==> config.mk <==
export PLATFORM = sky130hd
export DESIGN_NAME = ps2_ascii_decoder
export DESIGN_NICKNAME = d
export VERILOG_FILES = /design/src/rtl/ps2_pkg.sv /design/src/rtl/ps2_scan2ascii.sv /design/src/rtl/ps2_ascii_decoder.sv
export SDC_FILE = /design/constraint.sdc
export NUM_CORES = 1
export LEC_CHECK = 0
export CORE_UTILIZATION = 59
export DETAILED_ROUTE_END_ITERATION = 8
export GPL_TIMING_DRIVEN = 0
export PLACE_DENSITY = 0.79
export SETUP_SLACK_MARGIN = 0.15
export SYNTH_ARGS = -nofsm -noshare
export SYNTH_HDL_FRONTEND = slang
export SYNTH_SLANG_ARGS = --single-unit
==> constraint.sdc <==
create_clock -name clk -period 4.2 [get_ports clk]
set_clock_uncertainty 0.1 [all_clocks]
set_input_delay 0.84 -clock clk [delete_from_list [all_inputs] [get_ports clk]]
set_output_delay 0.84 -clock clk [all_outputs]
set_load 0.01 [all_outputs]
==> src/rtl/ps2_pkg.sv <==
// Shared types and scan-code constants for the PS/2 keyboard front end.
package ps2_pkg;

  typedef enum logic [1:0] {
    IDLE,
    DATA,
    PARITY,
    STOP
  } rx_state_t;

  localparam logic [7:0] SC_BREAK    = 8'hF0;
  localparam logic [7:0] SC_EXT      = 8'hE0;
  localparam logic [7:0] SC_LSHIFT   = 8'h12;
  localparam logic [7:0] SC_RSHIFT   = 8'h59;
  localparam logic [7:0] SC_CAPS     = 8'h58;
  localparam logic [7:0] SC_KP_ENTER = 8'h5A;

endpackage

==> src/rtl/ps2_scan2ascii.sv <==
// Combinational scan-code set 2 to ASCII map; 0 means the code has no printable mapping.
module ps2_scan2ascii (
  input  logic [7:0] code,
  input  logic       shift,
  input  logic       caps,
  output logic [7:0] ascii
);

  logic [7:0] lo;
  logic [7:0] hi;
  logic       letter;

  // NOTE: every variable gets a default before the case so no latch is inferred.
  always_comb begin
    lo = 8'h00;
    hi = 8'h00;
    case (code)
      8'h1C: lo = "a";  8'h32: lo = "b";  8'h21: lo = "c";  8'h23: lo = "d";
      8'h24: lo = "e";  8'h2B: lo = "f";  8'h34: lo = "g";  8'h33: lo = "h";
      8'h43: lo = "i";  8'h3B: lo = "j";  8'h42: lo = "k";  8'h4B: lo = "l";
      8'h3A: lo = "m";  8'h31: lo = "n";  8'h44: lo = "o";  8'h4D: lo = "p";
      8'h15: lo = "q";  8'h2D: lo = "r";  8'h1B: lo = "s";  8'h2C: lo = "t";
      8'h3C: lo = "u";  8'h2A: lo = "v";  8'h1D: lo = "w";  8'h22: lo = "x";
      8'h35: lo = "y";  8'h1A: lo = "z";
      8'h16: begin lo = "1"; hi = "!"; end
      8'h1E: begin lo = "2"; hi = "@"; end
      8'h26: begin lo = "3"; hi = "#"; end
      8'h25: begin lo = "4"; hi = "$"; end
      8'h2E: begin lo = "5"; hi = "%"; end
      8'h36: begin lo = "6"; hi = "^"; end
      8'h3D: begin lo = "7"; hi = "&"; end
      8'h3E: begin lo = "8"; hi = "*"; end
      8'h46: begin lo = "9"; hi = "("; end
      8'h45: begin lo = "0"; hi = ")"; end
      8'h0E: begin lo = 8'h60; hi = "~"; end
      8'h4E: begin lo = "-"; hi = "_"; end
      8'h55: begin lo = "="; hi = "+"; end
      8'h54: begin lo = "["; hi = "{"; end
      8'h5B: begin lo = "]"; hi = "}"; end
      8'h5D: begin lo = 8'h5C; hi = "|"; end
      8'h4C: begin lo = ";"; hi = ":"; end
      8'h52: begin lo = 8'h27; hi = 8'h22; end
      8'h41: begin lo = ","; hi = "<"; end
      8'h49: begin lo = "."; hi = ">"; end
      8'h4A: begin lo = "/"; hi = "?"; end
      8'h29: begin lo = " "; hi = " "; end
      8'h5A: begin lo = 8'h0D; hi = 8'h0D; end
      8'h66: begin lo = 8'h08; hi = 8'h08; end
      8'h0D: begin lo = 8'h09; hi = 8'h09; end
      8'h76: begin lo = 8'h1B; hi = 8'h1B; end
      default: ;
    endcase
  end

  // Letters share one case arm; their upper-case form is the lower case with bit 5 cleared.
  assign letter = (lo >= "a") && (lo <= "z");
  assign ascii  = letter ? (((shift ^ caps) ? (lo ^ 8'h20) : lo))
                         : (shift ? hi : lo);

endmodule

==> src/rtl/ps2_ascii_decoder.sv <==
// PS/2 receiver plus key layer: frames in, held-key ASCII, shift and caps-lock state out.
module ps2_ascii_decoder
  import ps2_pkg::*;
#(
  parameter int TIMEOUT_CYCLES = 200_000,
  parameter int SYNC_STAGES    = 2
) (
  input  logic       clk,
  input  logic       rst,
  input  logic       ps2_clk,
  input  logic       ps2_data,
  output logic [7:0] ascii_key,
  output logic [7:0] scan_code,
  output logic       byte_valid,
  output logic       key_event,
  output logic       shift_held,
  output logic       caps_lock,
  output logic       frame_err
);

  localparam int TW = $clog2(TIMEOUT_CYCLES);

  logic [SYNC_STAGES-1:0] clk_sync, data_sync;
  logic                   clk_prev, fall, bit_in;
  rx_state_t              state, state_next;
  logic [2:0]             bit_cnt;
  logic [7:0]             shreg;
  logic                   par_bit;
  logic [TW-1:0]          to_cnt;
  logic                   timeout, shift_en, par_load, accept, bad;
  logic                   brk_flag, ext_flag, lshift, rshift, caps_held;
  logic [8:0]             cur_code;
  logic [7:0]             mapped;

  // Synchronisers reset to the idle-high line level so reset never fakes a falling edge.
  always_ff @(posedge clk) begin
    if (rst) begin
      clk_sync  <= '1;
      data_sync <= '1;
      clk_prev  <= 1'b1;
    end else begin
      clk_sync  <= {clk_sync[SYNC_STAGES-2:0], ps2_clk};
      data_sync <= {data_sync[SYNC_STAGES-2:0], ps2_data};
      clk_prev  <= clk_sync[SYNC_STAGES-1];
    end
  end

  assign fall    = clk_prev & ~clk_sync[SYNC_STAGES-1];
  assign bit_in  = data_sync[SYNC_STAGES-1];
  assign timeout = (state != IDLE) && !fall && (to_cnt == TW'(TIMEOUT_CYCLES - 1));

  always_ff @(posedge clk) begin
    if (rst) state <= IDLE;
    else     state <= state_next;
  end

  always_comb begin
    state_next = state;
    shift_en   = 1'b0;
    par_load   = 1'b0;
    accept     = 1'b0;
    bad        = 1'b0;
    if (fall) begin
      case (state)
        IDLE:   if (!bit_in) state_next = DATA; else bad = 1'b1;
        DATA: begin
          shift_en = 1'b1;
          if (bit_cnt == 3'd7) state_next = PARITY;
        end
        PARITY: begin
          par_load   = 1'b1;
          state_next = STOP;
        end
        STOP: begin
          state_next = IDLE;
          if (bit_in && (^{shreg, par_bit})) accept = 1'b1;
          else                               bad    = 1'b1;
        end
        default: state_next = IDLE;
      endcase
    end else if (timeout) begin
      state_next = IDLE;
      bad        = 1'b1;
    end
  end

  // NOTE: sequential state uses non-blocking assignments so every flop samples pre-edge values.
  always_ff @(posedge clk) begin
    if (rst) begin
      bit_cnt    <= '0;
      shreg      <= '0;
      par_bit    <= 1'b0;
      to_cnt     <= '0;
      scan_code  <= '0;
      byte_valid <= 1'b0;
      frame_err  <= 1'b0;
    end else begin
      if (state == IDLE)  bit_cnt <= '0;
      else if (shift_en)  bit_cnt <= bit_cnt + 3'd1;
      if (shift_en)       shreg   <= {bit_in, shreg[7:1]};
      if (par_load)       par_bit <= bit_in;
      if ((state == IDLE) || fall || timeout) to_cnt <= '0;
      else                                    to_cnt <= to_cnt + 1'b1;
      if (accept) scan_code <= shreg;
      byte_valid <= accept;
      frame_err  <= bad;
    end
  end

  ps2_scan2ascii u_map (
    .code  (scan_code),
    .shift (shift_held),
    .caps  (caps_lock),
    .ascii (mapped)
  );

  assign shift_held = lshift | rshift;

  // cur_code carries the E0 prefix in bit 8 so keypad enter and main enter release independently.
  always_ff @(posedge clk) begin
    if (rst) begin
      ascii_key <= '0;
      key_event <= 1'b0;
      brk_flag  <= 1'b0;
      ext_flag  <= 1'b0;
      lshift    <= 1'b0;
      rshift    <= 1'b0;
      caps_lock <= 1'b0;
      caps_held <= 1'b0;
      cur_code  <= '0;
    end else begin
      key_event <= 1'b0;
      if (byte_valid) begin
        if (scan_code == SC_BREAK)     brk_flag <= 1'b1;
        else if (scan_code == SC_EXT)  ext_flag <= 1'b1;
        else begin
          brk_flag <= 1'b0;
          ext_flag <= 1'b0;
          if (ext_flag) begin
            if (scan_code == SC_KP_ENTER) begin
              if (brk_flag) begin
                if (cur_code == {1'b1, scan_code}) ascii_key <= '0;
              end else begin
                ascii_key <= 8'h0D;
                cur_code  <= {1'b1, scan_code};
                key_event <= 1'b1;
              end
            end
          end else if (brk_flag) begin
            if (scan_code == SC_LSHIFT) lshift    <= 1'b0;
            if (scan_code == SC_RSHIFT) rshift    <= 1'b0;
            if (scan_code == SC_CAPS)   caps_held <= 1'b0;
            if (cur_code == {1'b0, scan_code}) ascii_key <= '0;
          end else begin
            if (scan_code == SC_LSHIFT) lshift <= 1'b1;
            if (scan_code == SC_RSHIFT) rshift <= 1'b1;
            if ((scan_code == SC_CAPS) && !caps_held) begin
              caps_lock <= ~caps_lock;
              caps_held <= 1'b1;
            end
            if (mapped != 8'h00) begin
              ascii_key <= mapped;
              cur_code  <= {1'b0, scan_code};
              key_event <= 1'b1;
            end
          end
        end
      end
    end
  end

endmodule
; Yosys cells after proc, flatten, opt, wreduce, memory -nomap -nowiden
; Index checks and enable logic that the tools add are counted.
; W data, S select, Z words.
[totals]
elab_cells = 188
input_bits = 4
register_bits = 71
output_inout_bits = 21
[op_classes]
eq_ne = 73
order_cmp = 2
muxes = 51
bitwise = 11
n_reduce_logical = 29
addsub = 2
[op_table]
columns = cell, count
row1 = $pmux W7 S52, 1
row2 = $eq A8 B6 Y1 const B, 23
row3 = $pmux W7 S26, 1
row4 = $eq A8 B7 Y1 const B, 22
row5 = $eq A8 B5 Y1 const B, 8
row6 = $mux W8, 7
row7 = $mux W9, 5
row8 = $mux W1, 28
row9 = $add A18 B1 Y18 const B, 1
row10 = $eq A18 B18 Y1 const B, 1
row11 = $eq A8 B4 Y1 const B, 2
row12 = $eq A8 B8 Y1 const B, 2
row13 = $mux W7, 2
row14 = $reduce_and A7 Y1, 2
row15 = $reduce_and A6 Y1, 2
row16 = $reduce_and A5 Y1, 2
row17 = $eq A9 B8 Y1, 1
row18 = $eq A9 B9 Y1, 1
row19 = $reduce_xor A9 Y1, 1
row20 = $mux W2, 4
row21 = $not A1 Y1, 8
row22 = $pmux W2 S4, 1
row23 = $reduce_bool A2 Y1, 4
row24 = $reduce_bool A8 Y1, 1
row25 = 25 further kinds, 38

; Logic depth before layout (Yosys ltp)
[depth]
word_depth = 9
mapped_depth = 14
ltp_nobuf = 9

; Modules after synthesis
; From an unflattened synthesis, not the netlist that was laid out.
[hier_totals]
cells_unflattened = 584
area_unflattened_um2 = 4720.8
[modules_own_cells]
columns = mod, area_each_um2, instances, seq_area_each_um2, cells_each
row1 = ps2_ascii_decoder, 3143.0, 1, 1421.4, 340
row2 = ps2_scan2ascii, 1577.8, 1, 0.0, 244

; Worst setup path before layout
; Ideal clock, no wire load.
[synth_timing]
kind = reg2reg
startpoint = register scan_code[6]
endpoint = register ascii_key[5]
n_path_buf = 2
t_required_ns = 3.983
period_less_slack_ns = 2.907
slack_ns = 1.293
setup_time_ns = 0.117
path_stages_with_launch = 12
t_arrival_ns = 2.690
path_cell_list = dfxtp_1 -> buf_4 -> nor4b_4 -> buf_2 -> o21ai_1 -> a31oi_1 -> or4b_1 -> nor3_1 -> nand2_1 -> o31ai_1 -> mux2_1 -> a32o_1
[synth_between]
elab_chain_len = 8
elab_cells_between_ends = 76
cone_classes = order compare (2) / eq/ne (59) / mux (8) / bitwise (3) / reduce/logical (4)
[synth_lines]
columns = item, line
row1 = start: declaration, ps2_ascii_decoder.sv:13  ; output logic [7:0] scan_code,
row2 = start signal: assignment, ps2_ascii_decoder.sv:104  ; if (accept) scan_code <= shreg;
row3 = $eq A8 B7 Y1 (tied with other cells), ps2_scan2ascii.sv:17  ; case (code)
row4 = $pmux W7 S52, ps2_scan2ascii.sv:17
row5 = $ge A7 B7 Y1 (tied with other cells), ps2_scan2ascii.sv:56  ; assign letter = (lo >= "a") && (lo <= "z");
row6 = $logic_and A1 B1 Y1 or $mux W6 (tied branches), "ps2_scan2ascii.sv:56, ps2_scan2ascii.sv:57"
row7 = $mux W7, ps2_scan2ascii.sv:57  ; assign ascii = letter ? (((shift ^ caps) ? (lo ^ 8'h20) : lo))
row8 = $reduce_bool A8 Y1 or $mux W8 (tied branches), ps2_ascii_decoder.sv:161  ; if (mapped != 8'h00) begin
row9 = $reduce_bool A3 Y1 (no line) or $mux W8 (tied branches), --
row10 = $reduce_and A7 Y1 (no line) or $mux W8 (tied branches), --
row11 = end signal: assignment, ps2_ascii_decoder.sv:162  ; ascii_key <= mapped;
row12 = end: declaration, ps2_ascii_decoder.sv:12  ; output logic [7:0] ascii_key,
; Several ways; a longest one is shown, not always the timed one. The select of a mux whose other input is x is not followed.
; A chain may end at the register's enable or synchronous reset.

; Final worst setup path
[layout_timing]
startpoint = register scan_code[2]
endpoint = register ascii_key[5]
; Same word-level chain as after synthesis.

==> results.yml <==
status:
  status: "finished, final reports clean"
final_layout:
  design_area_um2: 5140
  drive_gt1_frac: 0.121
  seq_area_um2: 1400
  diodes: 0
  layout_commonest_cell: "dfxtp_1"
  layout_common_cells: "70 x dfxtp_1, 64 x nor2_1, 49 x nand2_1, 31 x a21oi_1, 27 x xnor2_1"
  layout.nets: 599
  fill_cells: 578
  fin_cells: 692
  fin_util: 0.694
  syn2layout_area_growth_pct: 11.7
  multiInputGateArea_um2: 2900
cts:
  cts_sinks: 70
  htreeDepth: 3
  ctsRootBufferMaster: "clkbuf_8"
  cts_tree: "built"
  cts_buffers: 9
  clock_path_buffers: 2
  clk_pin_slew_worst_paths_ns: 0.09
  clk_latency_ns: 0.36
sta:
  fin_crit_sh: 0.880
  setup_viol: 0
  worst_pin_slew_ns: 0.973
  drv_slew: 0
  finalSetupTns_ns: 0
  fmax_ghz: 0.270
  finalHoldViolations: 0
  max_slew_margin: 0.345
  min_period_ns: 3.70
  hold_ws_ns: 0.321
  rsz0062_at_grt: "false"
  setup_slack_ns: 0.502
die:
  num_io_pins: 25
  initial_utilization: 0.621
  dieHeight_um: 90.3
  die_w_um: 90.3
  row_count: 31
  core_area_um2: 7410
  dieArea_um2: 8160
setup_path:
  critPathBufInv: 4
  crit_path_end_kind: "flop"
  worstPathArrival_ns: 3.85
  cp_slowest_stage_delay_ns: 0.72
  crit_chain: "buf_2 > buf_4 > buf_2 > buf_2 > o31ai_1 > a2111oi_1 > nand2b_1 > o31ai_1 > mux2_1 > a32o_1"
  crit_family: "compound AO/OA/AOI/OAI gates"
  critPathMostFrequentCell: "buf_2"
  required_ns: 4.36
  reg2reg_slack_ns: 0.50
  worstSetupPathType: "flop to flop"
  critical_path.max_fanout: 10
  critPathLaunchType: "flop"
  critical-path-slowest-cell: "a2111oi_1"
routing:
  ant_nets: 0
  wl_met3_um: 957
  routed.top_layer: "met4"
  first_pass_iters: 5
  drcViolationCount: 0
  wl_met2_um: 6380
  dr_total_vias: 4433
  wl_per_cell_um: 19.3
  drt-initial-drc-count: 476
  drt-met1-wl_um: 5470
  drt_wl_total_um: 13300
  post_drt_via_cell_ratio: 6.41
synthesis:
  async_reset_ff_frac: 0
  synth_area_um2: 4600
  ys_types: 76
  synth-seq-cells: 70
  synth_nets: 565
  synth.yosys.seq_area_share: 0.305
  netlist_instances: 554
  synth_top_flop_cell: "dfxtp_1"
  synth_edf_count: 0
  postSynthAreaPerCell_um2: 8.31
  synth_warnings: 0
placement:
  port_buffers: 23
  dpl_cell_area_um2: 4960
  dp_hpwl_um: 9590
  gp_congestion: 0.984
  pre_cts_ws_ns: 0.418
  dp_cells: 676
global_routing:
  grt_max_degree: 16
  antenna_found_initial: 0
  track_usage: 0.337
  grt_pass1_wl_um: 21700
  grt_pass1_vias: 4305
  overflow: 0
pwr:
  ir_drop_mv: 0.266
  pwr_density_cell_nw_per_um2: 235
  total_power_mw: 1.21
  p_leak_nw: 1.83
min_path:
  min_path_type: "flop to flop"
job:
  maxCapViolCount: 0
## registers in the layout, summed over array words and instances (netlist names), 2 cells and up
| signal | flops |
|---|---|
| clk_sync | 2 |
| ascii_key | 7 |
| data_sync | 2 |
| cur_code | 9 |
| bit_cnt | 3 |
| to_cnt | 18 |
| scan_code | 8 |
| shreg | 8 |
| state | 2 |
## cells in the mapped netlist, types with 5 or more instances
cell | number | area share
dfxtp_1 | 70 | 0.30
nor2_1 | 64 | 0.052
ha_1 | 7 | 0.019
or3_1 | 8 | 0.011
mux2i_1 | 21 | 0.046
nand2b_1 | 10 | 0.014
o211ai_1 | 7 | 0.011
nor4bb_1 | 5 | 0.011
inv_1 | 8 | 0.0065
nor3_1 | 14 | 0.015
nor4_1 | 5 | 0.0068
nor2b_1 | 6 | 0.0082
buf_2 | 19 | 0.021
buf_6 | 6 | 0.015
nand3_1 | 21 | 0.023
and3b_1 | 5 | 0.0095
a21oi_1 | 31 | 0.034
buf_4 | 5 | 0.0082
xor2_1 | 11 | 0.021
nand2_1 | 49 | 0.040
nand4_1 | 9 | 0.012
clkbuf_1 | 17 | 0.014
and3_1 | 5 | 0.0068
or4_1 | 5 | 0.0082
a31oi_1 | 5 | 0.0068
or2_2 | 7 | 0.0095
nor3b_1 | 8 | 0.013
xnor2_1 | 27 | 0.051
o21ai_0 | 11 | 0.012
## per-layer routing
metal | vias up | track usage
li1 | 2067 | -
met1 | 2104 | 0.411
met2 | 217 | 0.562
met3 | 45 | 0.0564
met4 | 0 | 0.191
met5 | - | 0
## area by class of cell
type                            count  area share
Sequential cell                    70       0.273
Clock buffer                        9      0.0241
Inverter                            8     0.00584
Tap cell                           99      0.0241
Clock inverter                      7      0.0119
Multi-Input combinational cell    428       0.565
Buffer                             48      0.0521
Timing Repair Buffer               23      0.0448
## where the power goes
part | internal [mW] | switching, mW | leakage [nW]
clock network | 0.227 | 0.295 | 0.0892
registers | 0.665 | 0.00132 | 0.565
logic | 0.00856 | 0.0136 | 1.18
total | 0.900 | 0.310 | 1.83
## worst reg2reg max path: cells and delay by family, from the launching register on
kind            cells  cell delay (ns)
compound gates      4             1.51
buf+inv             4             1.00
mux                 1             0.36
flops               1             0.41
simple gates        1             0.23
## worst paths after layout
check / startpoint / end / depth (start not counted)
max: scan_code[2] / ascii_key[5] / 10
min: data_sync[0] / data_sync[1] / 1
max reg2reg: scan_code[2] / ascii_key[5] / 10
min reg2reg: data_sync[0] / data_sync[1] / 1
## logic make-up (layout without fill, tap and decap cells)
kind of cell,count (synthesis),after routing,share of synthesized area
DFF,70,70,0.305
other,1,1,0.000815
and+or+nand+nor,255,255,0.329
buffers and inverters,56,95,0.0647
AOI/OAI and AO/OA,102,102,0.154
xor gates and xnor gates,38,38,0.0723
adders and majority gates,7,7,0.0190
muxes,25,25,0.0555
## repair_timing
action	CTS	global route
resized for setup	0	1
setup endpoints to repair	0	1
endpoints found under the hold margin	0	0
hold buffers	0	0
setup buffers	0	0
(Power assumes the default switching activity.)
